===== src/rtl/mil1553_word_tx.sv =====
// MIL-STD-1553 Manchester II word transmitter.
// Takes a 16-bit word and a word-type strobe. Sends sync, 16 data bits MSB
// first, and odd parity on a differential pair. A one-deep holding buffer
// lets the sequencer queue the next word while the current word shifts out.
//
// state  | meaning
// -------+------------------------------------------------------------
// IDLE   | bus quiet; launches the buffered word as soon as one exists
// SYNC   | 6 half-bits of sync (CSW 111000, DW 000111)
// DATA   | 32 half-bits, bit 15 first, 1 -> "10", 0 -> "01"
// PARITY | 2 half-bits of odd parity, same encoding as DATA
// GAP    | GAP_HALFBITS quiet half-bits, then SYNC (buffer full) or IDLE
//
// Bus-facing outputs are registered from the current state and counter, so
// the bus lags the state register by one cycle. A strobe sampled at edge N
// therefore shows its first sync half-bit after edge N+2.

module mil1553_word_tx #(
   parameter int GAP_HALFBITS = 8
) (
   input  logic        enc_clk,
   input  logic        reset_slow,
   input  logic [15:0] tx_dword,
   input  logic        tx_csw,
   input  logic        tx_dw,
   output logic        tx_data,
   output logic        tx_data_n,
   output logic        tx_dval,
   output logic        tx_busy,
   output logic        tx_done,
   output logic        tx_ovf,
   output logic        tx_err
);

   typedef enum logic [2:0] {
      S_IDLE   = 3'd0,
      S_SYNC   = 3'd1,
      S_DATA   = 3'd2,
      S_PARITY = 3'd3,
      S_GAP    = 3'd4
   } state_t;

   localparam bit         HAS_GAP    = (GAP_HALFBITS > 0);
   localparam logic [7:0] GAP_RELOAD = HAS_GAP ? 8'(GAP_HALFBITS - 1) : 8'd0;

   localparam logic [5:0] SYNC_RELOAD   = 6'd5;
   localparam logic [5:0] DATA_RELOAD   = 6'd31;
   localparam logic [5:0] PARITY_RELOAD = 6'd1;

   state_t      state_q, state_d;
   logic [5:0]  hb_cnt_q, hb_cnt_d;
   logic [7:0]  gap_cnt_q, gap_cnt_d;
   logic [15:0] sh_q, sh_d;
   logic        cur_csw_q, cur_csw_d;
   logic        par_q, par_d;

   logic [15:0] buf_word_q, buf_word_d;
   logic        buf_csw_q, buf_csw_d;
   logic        buf_full_q, buf_full_d;

   logic        tx_data_q, tx_data_d;
   logic        tx_data_n_q, tx_data_n_d;
   logic        tx_dval_q, tx_dval_d;
   logic        tx_busy_q, tx_busy_d;
   logic        last_hb_q, last_hb_d;
   logic        tx_done_q, tx_done_d;
   logic        tx_ovf_q, tx_ovf_d;
   logic        tx_err_q, tx_err_d;

   logic        req_one;
   logic        req_both;
   logic        load;
   logic        active;
   logic        hb_bit;

   assign req_one  = tx_csw ^ tx_dw;
   assign req_both = tx_csw & tx_dw;

   // Next-state logic: FSM sequencing, down-counters, shifter and holding buffer.
   always_comb begin
      state_d    = state_q;
      hb_cnt_d   = hb_cnt_q;
      gap_cnt_d  = gap_cnt_q;
      sh_d       = sh_q;
      cur_csw_d  = cur_csw_q;
      par_d      = par_q;
      buf_word_d = buf_word_q;
      buf_csw_d  = buf_csw_q;
      buf_full_d = buf_full_q;
      load       = 1'b0;

      case (state_q)
         S_IDLE: begin
            if (buf_full_q) begin
               load = 1'b1;
            end
         end
         S_SYNC: begin
            if (hb_cnt_q == 6'd0) begin
               state_d  = S_DATA;
               hb_cnt_d = DATA_RELOAD;
            end else begin
               hb_cnt_d = hb_cnt_q - 6'd1;
            end
         end
         S_DATA: begin
            if (hb_cnt_q == 6'd0) begin
               state_d  = S_PARITY;
               hb_cnt_d = PARITY_RELOAD;
            end else begin
               hb_cnt_d = hb_cnt_q - 6'd1;
               // even count = second half of a bit; advance to the next bit
               if (!hb_cnt_q[0]) begin
                  sh_d = {sh_q[14:0], 1'b0};
               end
            end
         end
         S_PARITY: begin
            if (hb_cnt_q == 6'd0) begin
               if (HAS_GAP) begin
                  state_d   = S_GAP;
                  gap_cnt_d = GAP_RELOAD;
               end else if (buf_full_q) begin
                  load = 1'b1;
               end else begin
                  state_d = S_IDLE;
               end
            end else begin
               hb_cnt_d = hb_cnt_q - 6'd1;
            end
         end
         S_GAP: begin
            if (gap_cnt_q == 8'd0) begin
               // going straight to SYNC keeps word spacing at 40+GAP cycles
               if (buf_full_q) begin
                  load = 1'b1;
               end else begin
                  state_d = S_IDLE;
               end
            end else begin
               gap_cnt_d = gap_cnt_q - 8'd1;
            end
         end
         default: begin
            state_d = S_IDLE;
         end
      endcase

      if (load) begin
         state_d    = S_SYNC;
         hb_cnt_d   = SYNC_RELOAD;
         sh_d       = buf_word_q;
         cur_csw_d  = buf_csw_q;
         par_d      = ~^buf_word_q;
         buf_full_d = 1'b0;
      end

      // load needs a full buffer and accept an empty one, so they never collide
      if (req_one && !buf_full_q) begin
         buf_word_d = tx_dword;
         buf_csw_d  = tx_csw;
         buf_full_d = 1'b1;
      end
   end

   // Output decode: half-bit value for the current state, registered next edge.
   always_comb begin
      active = (state_q == S_SYNC) || (state_q == S_DATA) || (state_q == S_PARITY);
      hb_bit = 1'b0;
      case (state_q)
         S_SYNC:   hb_bit = cur_csw_q ? (hb_cnt_q >= 6'd3) : (hb_cnt_q < 6'd3);
         S_DATA:   hb_bit = hb_cnt_q[0] ? sh_q[15] : ~sh_q[15];
         S_PARITY: hb_bit = hb_cnt_q[0] ? par_q : ~par_q;
         default:  hb_bit = 1'b0;
      endcase

      tx_data_d   = active & hb_bit;
      tx_data_n_d = active & ~hb_bit;
      tx_dval_d   = active;
      tx_busy_d   = (state_q != S_IDLE) || buf_full_q;
      last_hb_d   = (state_q == S_PARITY) && (hb_cnt_q == 6'd0);
      // one extra stage so the pulse lands after the last parity half-bit
      tx_done_d   = last_hb_q;
      tx_ovf_d    = req_one && buf_full_q;
      tx_err_d    = req_both;
   end

   // State, buffer and output registers with synchronous reset.
   always_ff @(posedge enc_clk) begin
      if (reset_slow) begin
         state_q     <= S_IDLE;
         hb_cnt_q    <= 6'd0;
         gap_cnt_q   <= 8'd0;
         sh_q        <= 16'd0;
         cur_csw_q   <= 1'b0;
         par_q       <= 1'b0;
         buf_word_q  <= 16'd0;
         buf_csw_q   <= 1'b0;
         buf_full_q  <= 1'b0;
         tx_data_q   <= 1'b0;
         tx_data_n_q <= 1'b0;
         tx_dval_q   <= 1'b0;
         tx_busy_q   <= 1'b0;
         last_hb_q   <= 1'b0;
         tx_done_q   <= 1'b0;
         tx_ovf_q    <= 1'b0;
         tx_err_q    <= 1'b0;
      end else begin
         state_q     <= state_d;
         hb_cnt_q    <= hb_cnt_d;
         gap_cnt_q   <= gap_cnt_d;
         sh_q        <= sh_d;
         cur_csw_q   <= cur_csw_d;
         par_q       <= par_d;
         buf_word_q  <= buf_word_d;
         buf_csw_q   <= buf_csw_d;
         buf_full_q  <= buf_full_d;
         tx_data_q   <= tx_data_d;
         tx_data_n_q <= tx_data_n_d;
         tx_dval_q   <= tx_dval_d;
         tx_busy_q   <= tx_busy_d;
         last_hb_q   <= last_hb_d;
         tx_done_q   <= tx_done_d;
         tx_ovf_q    <= tx_ovf_d;
         tx_err_q    <= tx_err_d;
      end
   end

   assign tx_data   = tx_data_q;
   assign tx_data_n = tx_data_n_q;
   assign tx_dval   = tx_dval_q;
   assign tx_busy   = tx_busy_q;
   assign tx_done   = tx_done_q;
   assign tx_ovf    = tx_ovf_q;
   assign tx_err    = tx_err_q;

endmodule


===== config.mk =====
export PLATFORM = sky130hd
export DESIGN_NAME = mil1553_word_tx
export DESIGN_NICKNAME = d
export VERILOG_FILES = /design/src/rtl/mil1553_word_tx.sv
export SDC_FILE = /design/constraint.sdc
export NUM_CORES = 1
export LEC_CHECK = 0
export ABC_AREA = 1
export CORE_MARGIN = 5
export CORE_UTILIZATION = 37
export DETAILED_ROUTE_END_ITERATION = 10
export SETUP_SLACK_MARGIN = 0.05
export SYNTH_ARGS = -nofsm -noshare
export SYNTH_HDL_FRONTEND = slang
export SYNTH_SLANG_ARGS = --single-unit
export TNS_END_PERCENT = 100

===== constraint.sdc =====
create_clock -name enc_clk -period 4.4 [get_ports enc_clk]
set_clock_uncertainty 0.05 [all_clocks]
set_input_delay 0.44 -clock enc_clk [delete_from_list [all_inputs] [get_ports enc_clk]]
set_output_delay 0.44 -clock enc_clk [all_outputs]
set_load 0.01 [all_outputs]

Word-level counts from Yosys, hierarchy flattened
Cells that the tools add are included.
{"block": "classes", "add_sub_neg": 2, "n_reduce_logical": 24, "order_cmp": 2, "n_eq_ne": 20, "bitwise": 8, "muxes": 28}
{"op": "two-way mux 16 bit", "count": 4}
{"op": "two-way mux 3 bit", "count": 6}
{"op": "two-way mux 6 bit", "count": 3}
{"op": "!= test 2 bit, second input constant", "count": 9}
{"op": "!= test 3 bit, second input constant", "count": 6}
{"op": "case mux 6 bit (3 select lines)", "count": 1}
{"op": "two-way mux 8 bit", "count": 2}
{"op": "case mux 8 bit (2 select lines)", "count": 1}
{"op": "XNOR reduction 16 bit", "count": 1}
{"op": "case mux 3 bit (5 select lines)", "count": 1}
{"op": "AND reduction 6 bit", "count": 2}
{"op": "zero test 8 bit", "count": 1}
{"op": "two-way mux 1 bit", "count": 8}
{"op": "subtractor 8 x 1 -> 8 bit, second input constant", "count": 1}
{"op": "== test 3 x 2 -> 1 bit, second input constant", "count": 2}
{"op": "greater-or-equal comparator 6 x 2 -> 1 bit, second input constant", "count": 1}
{"op": "zero test 6 bit", "count": 1}
{"op": "less-than comparator 6 x 2 -> 1 bit, second input constant", "count": 1}
{"op": "AND reduction 3 bit", "count": 2}
{"op": "nonzero test 2 bit", "count": 3}
{"op": "nonzero test 3 bit", "count": 2}
{"op": "subtractor 6 x 1 -> 6 bit, second input constant", "count": 1}
{"op": "inverter 1 bit", "count": 4}
{"op": "AND reduction 2 bit", "count": 2}
{"op": "13 further kinds", "count": 19}
{"block": "totals", "word_cells": 103, "ff_bits": 61, "in_bits": 20}

Logic depth before layout (Yosys ltp)
{"block": "depth", "depth_word": 5, "mapped_depth": 12}

Least setup slack after synthesis
Ideal clock, no wire load.
{"block": "synth_timing", "path_type": "register -> register", "start": "reg hb_cnt_q[0]", "end": "reg sh_q[13]", "synth_period_minus_slack_ns": 1.611, "setup_slack_ns": 2.789, "setup_ns": 0.074, "arrival_time_ns": 1.487, "stages_incl_launch_ff": 9, "cell_sequence": "dfxtp_1 -> inv_1 -> ha_1 -> nand2_1 -> nor2_4 -> nor3_4 -> buf_6 -> nand2_1 -> a31oi_1"}
{"block": "synth_via", "elab_chain_cells": 3, "elab_cells_between_ends": 4, "classes_between": "eq/ne: 2; reduce/logical: 2"}
{"element": "start: declaration", "line_no": "51", "source": "logic [5:0] hb_cnt_q, hb_cnt_d;"}
{"element": "start signal: assignment", "line_no": "210", "source": "hb_cnt_q <= hb_cnt_d;"}
{"element": "zero test 6 bit", "line_no": "107, 119"}
{"element": "!= test 2 bit (no line)"}
{"element": "AND reduction 3 bit (no line) (*)"}
{"element": "end signal: assignment", "line_no": "194", "source": "sh_q <= 16'd0;"}
{"element": "end signal: assignment", "line_no": "212", "source": "sh_q <= sh_d;"}
{"element": "end: declaration", "line_no": "53", "source": "logic [15:0] sh_q, sh_d;"}
Every way passes the cells marked *; elsewhere a longest branch is shown, timed or not.
A chain may end at the register's enable or synchronous reset.

Worst setup path after layout
{"block": "layout_timing", "start": "in reset_slow", "end": "reg state_q[1]"}
{"block": "layout_via", "elab_chain_cells": 1}
{"element": "start: declaration", "line_no": "22", "source": "input logic reset_slow,"}
{"element": "OR reduction 2 bit (no line)"}
{"element": "end signal: assignment", "line_no": "209", "source": "state_q <= state_d;"}
{"element": "end: declaration", "line_no": "50", "source": "state_t state_q, state_d;"}
Every way passes these cells.

==> impl_metrics.ini <==
[placed_design]
io_buffers = 26
pre_cts_slack_ns = 1.82
gp_congestion = 0.814
placed_cell_area_sq_um = 3460
dp_hpwl_um = 4900
dp.cells = 577

[yosys]
syn_area_sq_um = 3150
ys_ff_latch = 61
avgSynthCellArea_sq_um = 6.86
ys.flop_type = dfxtp_1
ys_top_cells_by_count = nand2_1, dfxtp_1, inv_1, nor2_1, nand3_1
yosys_warnings = 0
synthArstFlopShare_pct = 0
ys_types = 37
synth_edf_count = 0
ys_seq_area_share_pct = 38.7
synth_top_cell_by_area = dfxtp_1
syn_nets = 486
yosysTopAreaCellShare_pct = 38.7
netlist_instances = 460
synth_area_leaders = dfxtp_1, nand2_1, inv_1, nand3_1, a21oi_1
yosysMostFrequentCell = nand2_1

[global_route]
grt_pass1_vias = 2633
grt_max_degree = 32
gr-total-overflow = 0
track_usage_pct = 14.0
grt_first_pass_wirelength_um = 11700
grt_antenna_before_repair = 0

[clocking]
hold_buffers = 0
cts_root_buffer = clkbuf_8
insertion_delay_ns = 0.34
cts_tree = done
clock-sinks = 61
cts_resized = 0
cts_max_level = 3
numCtsBuffers = 9
clk_transition_reported_paths_ns = 0.06
cts_buffer_depth = 2
postCtsSetupBuffers = 0

[floorplanning]
fp.dieW_um = 102
core_sq_um = 8260
boundaryPins = 27
die_area_sq_um = 10500
rows = 33
floorplan.initialDensity_pct = 38.2
die_h_um = 102

[timing]
grt_setup_unrepaired = no
slew_violations = 0
setup_ws_ns = 2.18
maxSlewHeadroom_pct = 48.8
hold_viol = 0
tns_ns = 0
period_needed_ns = 2.22
worst_pin_slew_ns = 0.767
setup_viol = 0
fin_crit_sh_pct = 50.4
fmax_ghz = 0.451
holdWs_ns = 0.353

[worst_setup_path]
rr_worst_depth = 9
reg2reg_slack_ns = 2.41
critPathArrivalTime_ns = 2.43
r2r-start = hb_cnt_q[0]
end_kind = flip-flop
crit_fanout = 27
reg2reg_to = sh_q[15]
crit_required_ns = 4.62
worstSetupStartpointType = input pin
critPathKind = in2reg

[min_path]
hold_class = reg2reg
hold_depth = 2
hp-start = last_hb_q
min_to = tx_done

[layout]
drive_gt1_share_pct = 7.79
antenna_cells = 0
final_cell_area_sq_um = 3650
layoutNonFillerInstCount = 593
syn2layout_area_growth_pct = 15.7
layout.nets = 509

[job]
cap_viol_max_count = 0

[detailed_routing]
drtIter0Drc = 96
vias = 2879
drc = 0
ant_nets = 0
post_drt_wl_per_cell_um = 11.6
firstDrtPassIters = 4
routed_wirelength_um = 6890
vias_per_cell = 4.85

[power_and_ir_drop]
p_per_area_nw_per_um2 = 556
leakage_nw = 1.60
ir_drop_mv = 0.198

[status]
status = complete, no violations
## logic make-up (layout without fill, tap and decap cells)
family	after synthesis	after routing	synth area share, %
flip-flops	61	61	38.7
AND/OR/NAND/NOR	237	237	33.1
buffers and inverters	72	100	9.92
AO/OA/AOI/OAI	76	76	13.6
adder cells (fa/ha/maj)	6	6	2.38
XOR/XNOR	8	8	2.22
## area by class of cell
| class | count | area, sq um |
|---|---|---|
| fillers | 888 | 4610 |
| multi-input cells | 327 | 1620 |
| flip-flops and latches | 61 | 1220 |
| repair buffers | 27 | 268 |
| inverters | 57 | 219 |
| clock buffers | 16 | 190 |
| well taps | 105 | 131 |
## metal layers
| metal | up-vias | global-route usage [%] | routed length [um] |
|---|---|---|---|
| li1 | 1514 | - | - |
| met1 | 1316 | 16.9 | 3270 |
| met2 | 45 | 23.3 | 3300 |
| met3 | 4 | 4.51 | 268 |
| met4 | 0 | 4.84 | 56 |
| met5 | - | 0 | 0 |
## worst max path at each step
stage | from | to | slack (ns) | cells past startpoint
2_1_floorplan | hb_cnt_q[0] | sh_q[13] | 2.79 | 8
3_3_place_gp | reset_slow | state_q[1] | 1.89 | 6
3_5_place_dp | reset_slow | state_q[1] | 1.82 | 6
4_1_cts | reset_slow | state_q[1] | 2.19 | 6
5_1_grt | reset_slow | state_q[1] | 2.07 | 6
6_report | reset_slow | state_q[1] | 2.18 | 6
## where the power goes
group,switching (W),leakage [nW],internal (W)
Clock,0.000209,0.0970,0.000267
Combinational,0.000530,1.01,0.000288
Sequential,0.0000839,0.499,0.000650
## placed cells by master (no fill, tap or decap), drive strengths merged, types with 2 or more instances in the layout
cell	count
inv	57
nand2	145
nand3	34
and3	2
nor3	7
a21oi	29
clkbuf	16
xnor2	3
xor2	5
dfxtp	61
a31oi	15
nor2	44
a211oi	3
o21ai	26
nand4	3
clkdlybuf4s50	26
ha	6
## sequential cells by signal, summed over array words and instances, names as in the netlist, 3 cells and up
register    flops
buf_word_q     16
sh_q           16
gap_cnt_q       8
hb_cnt_q        6
state_q         3
## through the flow
step | util, % | total power, W
floorplan | - | 0.00138
global placement | 41.9 | 0.00154
detailed placement | 41.9 | 0.00156
CTS | 44.2 | 0.00205
global route | 44.2 | 0.00219
finish | 44.2 | 0.00203
## critical path, stage by stage
cell and delay, ns:
clkdlybuf4s50_1 0.40, buf_4 0.23, inv_1 0.60, nand2_1 0.39, o21bai_1 0.26, a21oi_1 0.11
(Power assumes the default switching activity.)
